[config.mk]
export PLATFORM = sky130hd
export DESIGN_NAME = uart_tx_frame
export DESIGN_NICKNAME = d
export VERILOG_FILES = /design/src/rtl/uart_pkg.sv /design/src/rtl/uart_baud_gen.sv /design/src/rtl/uart_tx_frame.sv
export SDC_FILE = /design/constraint.sdc
export NUM_CORES = 1
export LEC_CHECK = 0
export CELL_PAD_IN_SITES_DETAIL_PLACEMENT = 1
export CELL_PAD_IN_SITES_GLOBAL_PLACEMENT = 1
export CORE_MARGIN = 4
export CORE_UTILIZATION = 40
export DETAILED_ROUTE_END_ITERATION = 7
export PLACE_DENSITY_LB_ADDON = 0.1
export SKIP_CTS_REPAIR_TIMING = 1
export SLEW_MARGIN = 20
export SYNTH_ARGS = -nofsm -noshare
export SYNTH_HDL_FRONTEND = slang
export SYNTH_SLANG_ARGS = --single-unit
export TNS_END_PERCENT = 100
[constraint.sdc]
create_clock -name sys_clk -period 2.35 [get_ports sys_clk]
set_clock_uncertainty 0.1 [all_clocks]
set_input_delay 0.5875 -clock sys_clk [delete_from_list [all_inputs] [get_ports sys_clk]]
set_output_delay 0.5875 -clock sys_clk [all_outputs]
set_load 0.05 [all_outputs]
[src/rtl/uart_pkg.sv]
// uart_pkg: constants, FSM encoding and helpers shared by the UART transmitter and receiver.
package uart_pkg;

   localparam int PAR_NONE = 0;
   localparam int PAR_ODD  = 1;
   localparam int PAR_EVEN = 2;

   typedef enum logic [2:0] {
      ST_IDLE,
      ST_START,
      ST_DATA,
      ST_PARITY,
      ST_STOP
   } uart_state_e;

   function automatic int calc_bit_cycles(input int clk_freq, input int baud);
      return clk_freq / baud;
   endfunction

endpackage

[src/rtl/uart_baud_gen.sv]
// uart_baud_gen: bit-period counter; bit_end marks the last clock of each bit time.
module uart_baud_gen #(
   parameter int BIT_CYCLES = 5208
) (
   input  logic sys_clk,
   input  logic sys_rstn,
   input  logic clr,
   input  logic en,
   output logic bit_end
);

   localparam int W = $clog2(BIT_CYCLES);

   logic [W-1:0] cnt;

   assign bit_end = (cnt == W'(BIT_CYCLES - 1));

   always_ff @(posedge sys_clk or negedge sys_rstn)
      if (!sys_rstn)
         cnt <= '0;
      else if (clr)
         cnt <= '0;
      else if (en)
         cnt <= bit_end ? '0 : cnt + 1'b1;

endmodule

[src/rtl/uart_tx_frame.sv]
// uart_tx_frame: parametrised UART transmitter with valid/ready input, optional parity
// and one or two stop bits; frames are sent back-to-back while tx_valid stays high.
module uart_tx_frame
   import uart_pkg::*;
#(
   parameter int UART_BAUD_RATE = 9600,
   parameter int CLK_FREQ       = 50_000_000,
   parameter int DATA_BITS      = 8,
   parameter int PARITY         = 0,
   parameter int STOP_BITS      = 1
) (
   input  logic                 sys_clk,
   input  logic                 sys_rstn,
   input  logic                 tx_valid,
   input  logic [DATA_BITS-1:0] tx_data,
   output logic                 tx_ready,
   output logic                 tx,
   output logic                 tx_busy,
   output logic                 tx_done
);

   localparam int BIT_CYCLES = calc_bit_cycles(CLK_FREQ, UART_BAUD_RATE);

   if (BIT_CYCLES < 2 || DATA_BITS < 5 || DATA_BITS > 8 || PARITY < 0 || PARITY > 2 ||
       STOP_BITS < 1 || STOP_BITS > 2) begin : g_bad_param
      $error("uart_tx_frame: illegal parameter set");
   end

   uart_state_e          state, state_d;
   logic [DATA_BITS-1:0] shift, shift_d;
   logic [2:0]           bit_idx, bit_idx_d;
   logic                 stop_idx, stop_idx_d;
   logic                 par, par_d;
   logic                 tx_d, done_d, bit_end, accept;

   assign tx_ready = (state == ST_IDLE);
   assign tx_busy  = ~tx_ready;
   assign accept   = tx_valid & tx_ready;

   uart_baud_gen #(.BIT_CYCLES(BIT_CYCLES)) u_baud (
      .sys_clk (sys_clk),
      .sys_rstn(sys_rstn),
      .clr     (state_d != state),
      .en      (tx_busy),
      .bit_end (bit_end)
   );

   always_comb begin
      state_d    = state;
      shift_d    = shift;
      bit_idx_d  = bit_idx;
      stop_idx_d = stop_idx;
      par_d      = par;
      done_d     = 1'b0;
      case (state)
         ST_IDLE:
            if (accept) begin
               state_d    = ST_START;
               shift_d    = tx_data;
               bit_idx_d  = '0;
               stop_idx_d = 1'b0;
               par_d      = (PARITY == PAR_EVEN) ? ^tx_data : ~^tx_data;
            end
         ST_START:
            if (bit_end) state_d = ST_DATA;
         ST_DATA:
            if (bit_end) begin
               shift_d   = shift >> 1;
               bit_idx_d = bit_idx + 3'd1;
               if (bit_idx == 3'(DATA_BITS - 1))
                  state_d = (PARITY == PAR_NONE) ? ST_STOP : ST_PARITY;
            end
         ST_PARITY:
            if (bit_end) state_d = ST_STOP;
         ST_STOP:
            if (bit_end) begin
               stop_idx_d = 1'b1;
               if (stop_idx == 1'(STOP_BITS - 1)) begin
                  state_d = ST_IDLE;
                  done_d  = 1'b1;
               end
            end
         default: state_d = ST_IDLE;
      endcase
      // tx is registered from the next state so the line changes on the same edge as the FSM
      tx_d = (state_d == ST_DATA)   ? shift_d[0] :
             (state_d == ST_PARITY) ? par        : (state_d != ST_START);
   end

   always_ff @(posedge sys_clk or negedge sys_rstn)
      if (!sys_rstn) begin
         state    <= ST_IDLE;
         shift    <= '0;
         bit_idx  <= '0;
         stop_idx <= 1'b0;
         par      <= 1'b0;
         tx       <= 1'b1;
         tx_done  <= 1'b0;
      end else begin
         state    <= state_d;
         shift    <= shift_d;
         bit_idx  <= bit_idx_d;
         stop_idx <= stop_idx_d;
         par      <= par_d;
         tx       <= tx_d;
         tx_done  <= done_d;
      end

endmodule

==> results of run 1 <==
[worst min-delay path by stage]
stage	slack (ns)	cells past startpoint	to	from
final	0.38	2	shift[0]	shift[0]
after global placement	0.36	2	shift[6]	shift[6]
after CTS	0.38	2	shift[0]	shift[0]
after detailed placement	0.36	2	shift[0]	shift[0]
after floorplan	0.19	0	bit_idx[0]	sys_rstn
after global routing	0.41	2	shift[0]	shift[0]
[registers in the layout (all words and copies together), names as in the netlist]
name and flops:
u_baud.cnt 13, bit_idx 3, state 3, tx 1, par 1, stop_idx 1, tx_done 1, shift 8
[final cells by class]
type                    instances  area (µm²)
inverters                       2        7.51
fillers                       459        1790
multi-input cells             132         842
well taps                      48        60.1
flip-flops and latches         31         777
repair buffers                 26         238
clock buffers                   8        80.1
[cells by family (layout without fill, tap and decap cells)]
logic type,count (synthesis),after routing,synth area share (%)
mux,2,2,1.30
fa+ha+maj,4,4,2.91
compound gates,33,34,14.5
buf+inv,8,36,2.76
flops,31,31,47.6
xor+xnor,14,14,7.50
simple gates,78,78,23.5
[layer usage]
metal	global-route usage (%)	vias up	part of all wire (%)
met5	0	-	0
met4	6.26	0	1.4
met3	4.29	6	3.1
met2	28.5	15	50
met1	22.9	695	46
li1	-	662	-
[report_power, final]
| group | internal (µW) | total (µW) | leakage [µW] | switching, µW |
|---|---|---|---|---|
| clock network | 210 | 397 | 0.0000395 | 187 |
| registers | 534 | 534 | 0.000394 | 0 |
| logic | 29.7 | 56.7 | 0.000463 | 27.0 |
| total | 774 | 988 | 0.000897 | 214 |
[worst register-to-register path: stages, from the launching register on]
cell,delay [ns]
dfrtp_1,0.43
or4b_4,0.61
or3_4,0.46
o21ai_2,0.20
a221o_1,0.31
nor2_1,0.08
[metrics by stage]
step                worst slack [ns]  total power, µW  util, %
detailed placement            0.0302              601     50.0
finish                        0.0622              988     52.8
global placement               0.136              599     50.0
floorplan                    0.00823              565        -
global route                  0.0164             1030     52.8
CTS                           0.0134             1000     52.1
[cell usage in the layout, fill, tap and decap left out, types with 4 or more instances in the layout]
cell type	n
a21oi_1	5
a32oi_1	7
buf_4	13
clkbuf_8	5
clkdlybuf4s50_1	12
dfrtp_1	30
nand2_1	33
nand3_1	9
nor2_1	16
nor3_1	4
o21ai_0	8
xnor2_1	7
xor2_1	7
==> flow_metrics.env, run 1 <==
export IMPL_status="complete, no violations"
export IMPL_hold_viol=0
export IMPL_syn_area_per_cell_um2=9.61
export IMPL_cts_tree="built"
export IMPL_rows=22
export IMPL_yosysMostFrequentCell="nand2_1"
export IMPL_cp_max_fo=5
export IMPL_endpoint_kind="flop"
export IMPL_dpl_cell_count=238
export IMPL_core_area_mm2=0.00380
export IMPL_synth_largest_area_cell="dfrtp_1"
export IMPL_critPathLaunch="u_baud.cnt[9]"
export IMPL_fp_dieH_um=71.9
export IMPL_yosys_top_cells_count="nand2_1 (33), dfrtp_1 (30), nor2_1 (16), nand3_1 (9), o21ai_0 (8)"
export IMPL_drc=0
export IMPL_postRouteAntennaNets=0
export IMPL_synth_seq_area_share_pct=47.5
export IMPL_reg2reg_depth=5
export IMPL_drv_slew=0
export IMPL_syn_num_nets=184
export IMPL_syn_instance_count=170
export IMPL_clk_path_buf_depth=2
export IMPL_dp_hpwl_um=3080
export IMPL_clock_sinks=31
export IMPL_final_area_mm2=0.00200
export IMPL_grt_max_degree=32
export IMPL_worst_ep_required_time_ns=2.42
export IMPL_die_area_mm2=0.00517
export IMPL_yosys_register_bits=31
export IMPL_grt_overflow=0
export IMPL_grt_setup_unrepaired="no"
export IMPL_post_drt_wl_per_cell_um=17.4
export IMPL_crit_type="flop to flop"
export IMPL_vias=1378
export IMPL_setup_tns_ns=0
export IMPL_numCtsBuffers=5
export IMPL_cap_viol_max_count=0
export IMPL_drive_gt1_share_pct=16.6
export IMPL_hold_class="flop to flop"
export IMPL_clock_fmax_ghz=0.437
export IMPL_yosysTopAreaCellShare_pct=45.9
export IMPL_max_slew_margin_pct=67.2
export IMPL_rr_startpoint="u_baud.cnt[9]"
export IMPL_nets=212
export IMPL_grt_pass1_vias=1432
export IMPL_hold_slack_ns=0.377
export IMPL_io_buffers=14
export IMPL_crit_chain="or4b_4, or3_4, o21ai_2, a221o_1, nor2_1"
export IMPL_syn_area_mm2=0.00163
export IMPL_cpPeakStageDelay_ns=0.61
export IMPL_ir_drop_mv=0.319
export IMPL_fin_crit_sh_pct=97.4
export IMPL_synthToLayoutAreaGrowth_pct=22.7
export IMPL_clkTransAtPathRegs_ns=0.06
export IMPL_grt_pass1_wl_um=7060
export IMPL_htree_levels=2
export IMPL_pin_count=15
export IMPL_start_kind="flop"
export IMPL_viasPerCell=5.58
export IMPL_r2r_end="u_baud.cnt[2]"
export IMPL_diodes=0
export IMPL_synth_warnings=0
export IMPL_drt_iter0_drc=48
export IMPL_dieWidth_um=71.9
export IMPL_antenna_found_initial=0
export IMPL_dpl_cell_area_mm2=0.00190
export IMPL_synthFlopType="dfrtp_1"
export IMPL_grt_total_usage_pct=17.6
export IMPL_routabilityCongestion=0.845
export IMPL_start_util_pct=43.0
export IMPL_cp_num_cells=5
export IMPL_r2r_slack_ns=0.06
export IMPL_synth_edff_count=0
export IMPL_path_delay_family="simple AND/OR/NAND/NOR gates"
export IMPL_leakagePower_uw=0.000897
export IMPL_synth_async_reset_ratio_pct=100
export IMPL_cp_arrival_ns=2.35
export IMPL_finalSetupViolations=0
export IMPL_slowest_stage="or4b_4"
export IMPL_ctsRootBufferMaster="clkbuf_8"
export IMPL_ys_top_cells_by_area="dfrtp_1 (46%), nand2_1 (7.6%), a32oi_1 (3.8%)"
export IMPL_firstDrtPassIters=4
export IMPL_tightest_slew_ns=0.490
export IMPL_path_buf_inv=0
export IMPL_clock_latency_ns=0.28
export IMPL_finalWirelength_um=4300
export IMPL_crit_path_end="u_baud.cnt[2]"
export IMPL_final_cell_count_no_fill=247
export IMPL_powerDensity_mw_per_mm2=493
export IMPL_final_min_clock_period_ns=2.29
export IMPL_ys_types=41
Power figures use the tool's default switching activity.
==> inputs of run 2 (changes only) <==
Settings changed: GPL_TIMING_DRIVEN from default to 0, RECOVER_POWER from default to 100.
==> run 2 against run 1 <==
  * The run now ends with max-capacitance violations, max-slew violations left
  * Combinational power shrank 9.9%
  * Clock power grew 38%
  * Non-clock buffer count decreased by 1
  * Die area stayed put
  * Worst hold slack better by 0.0011 ns
  * Critical path type is now flop to output pin
  * Highest routed layer unchanged
==> flow_metrics.env, run 2 (same netlist as run 1, synthesis figures left out) <==
export IMPL_pin_count=15
export IMPL_postRouteAntennaNets=0
export IMPL_ctsRootBufferMaster="clkbuf_8"
export IMPL_drc=0
export IMPL_firstDrtPassIters=4
export IMPL_status="finished with violations"
export IMPL_drt_iter0_drc=60
export IMPL_viasPerCell=5.53
export IMPL_endpoint_kind="output pin"
export IMPL_grt_total_usage_pct=17.8
export IMPL_htree_levels=2
export IMPL_clock_sinks=31
export IMPL_final_cell_mix="nand2_1 (33), dfrtp_1 (29), nor2_1 (16)"
export IMPL_clock_latency_ns=0.29
export IMPL_die_area_mm2=0.00517
export IMPL_io_buffers=13
export IMPL_cp_max_fo=1
export IMPL_cp_arrival_ns=1.59
export IMPL_grt_pass1_vias=1437
export IMPL_nets=210
export IMPL_grt_pass1_wl_um=7070
export IMPL_cpPeakStageDelay_ns=0.79
export IMPL_setup_tns_ns=0
export IMPL_antenna_found_initial=0
export IMPL_cap_viol_max_count=1
export IMPL_register_area_um2=778
export IMPL_final_util_pct=52.9
export IMPL_grt_max_degree=32
export IMPL_slowest_stage="clkdlybuf4s50_1"
export IMPL_tightest_slew_ns=1.69
export IMPL_ir_drop_mv=0.313
export IMPL_finalWirelength_um=4010
export IMPL_post_drt_wl_per_cell_um=16.4
export IMPL_final_min_clock_period_ns=2.28
export IMPL_clkTransAtPathRegs_ns=0.07
export IMPL_rows=22
export IMPL_crit_type="flop to output pin"
export IMPL_worst_ep_required_time_ns=1.66
export IMPL_start_util_pct=43.0
export IMPL_crit_chain="clkdlybuf4s50_1"
export IMPL_leakagePower_uw=0.000903
export IMPL_start_kind="flop"
export IMPL_violations="max-capacitance violations, max-slew violations"
export IMPL_fin_crit_sh_pct=97.0
export IMPL_reg_top3="u_baud.cnt x13, shift x8"
export IMPL_vias=1356
export IMPL_dieWidth_um=71.9
export IMPL_synthToLayoutAreaGrowth_pct=23.0
export IMPL_grt_overflow=0
export IMPL_regMostFlops="u_baud.cnt"
export IMPL_drv_slew=32
export IMPL_max_slew_margin_pct=-12.8
export IMPL_hold_class="flop to flop"
export IMPL_powerDensity_mw_per_mm2=562
export IMPL_core_area_mm2=0.00380
export IMPL_numCtsBuffers=5
export IMPL_dp_hpwl_um=2840
export IMPL_fp_dieH_um=71.9
export IMPL_finalSetupViolations=0
export IMPL_diodes=0
export IMPL_clock_fmax_ghz=0.439
export IMPL_cts_tree="built"
export IMPL_drive_gt1_share_pct=18.3
export IMPL_layout_commonest_cell="nand2_1"
export IMPL_clk_path_buf_depth=2
export IMPL_routabilityCongestion=0.753
export IMPL_hold_viol=0
export IMPL_finalPower_uw=1130
export IMPL_path_delay_family="buffers and inverters"
export IMPL_fillerInstances=443
export IMPL_multi_input_area_um2=836
export IMPL_largest_reg_flops=13
export IMPL_path_buf_inv=1
## run 2: final cells by class
type / instances / area share (%)
clock inverter: 2 / 1.74
multi-input combinational: 131 / 41.6
buffer: 6 / 2.30
tap: 48 / 2.99
inverter: 2 / 0.373
clock buffer: 6 / 4.11
sequential: 31 / 38.7
timing repair buffer: 19 / 8.21
## run 2: layer usage
layer | GRT usage (%) | share of wire [%] | up-vias
li1 | - | - | 658
met1 | 23.7 | 48 | 669
met2 | 26.7 | 47 | 18
met3 | 5.12 | 2.8 | 11
met4 | 8.14 | 2.7 | 0
met5 | 0 | 0 | -
## run 2: metrics by stage
step	instances	setup slack, ns	instance area [µm²]	hold WS [ns]
floorplan	170	0.00823	1630	0.192
global placement	231	-0.884	1820	0.350
detailed placement	231	-0.880	1820	0.365
CTS	239	-1.21	1940	0.266
global route	245	-0.0153	2010	0.409
finish	245	0.0702	2010	0.378
## run 2: worst paths after layout
kind	startpoint	endpoint	slack (ns)	cells past startpoint
setup / recovery	tx	tx	0.07	1
hold / removal	shift[0]	shift[0]	0.38	2
setup reg to reg	u_baud.cnt[8]	u_baud.cnt[4]	0.10	7
hold reg to reg	shift[0]	shift[0]	0.38	2
max in group asynchronous	sys_rstn	state[2]	0.42	1
min in group asynchronous	sys_rstn	bit_idx[2]	0.63	1
## run 2: report_power, final
part	leakage, µW	switching (µW)	internal, µW
Clock	0.0000612	203	343
Combinational	0.000449	26.2	24.9
Sequential	0.000393	0	534
Total	0.000903	229	901
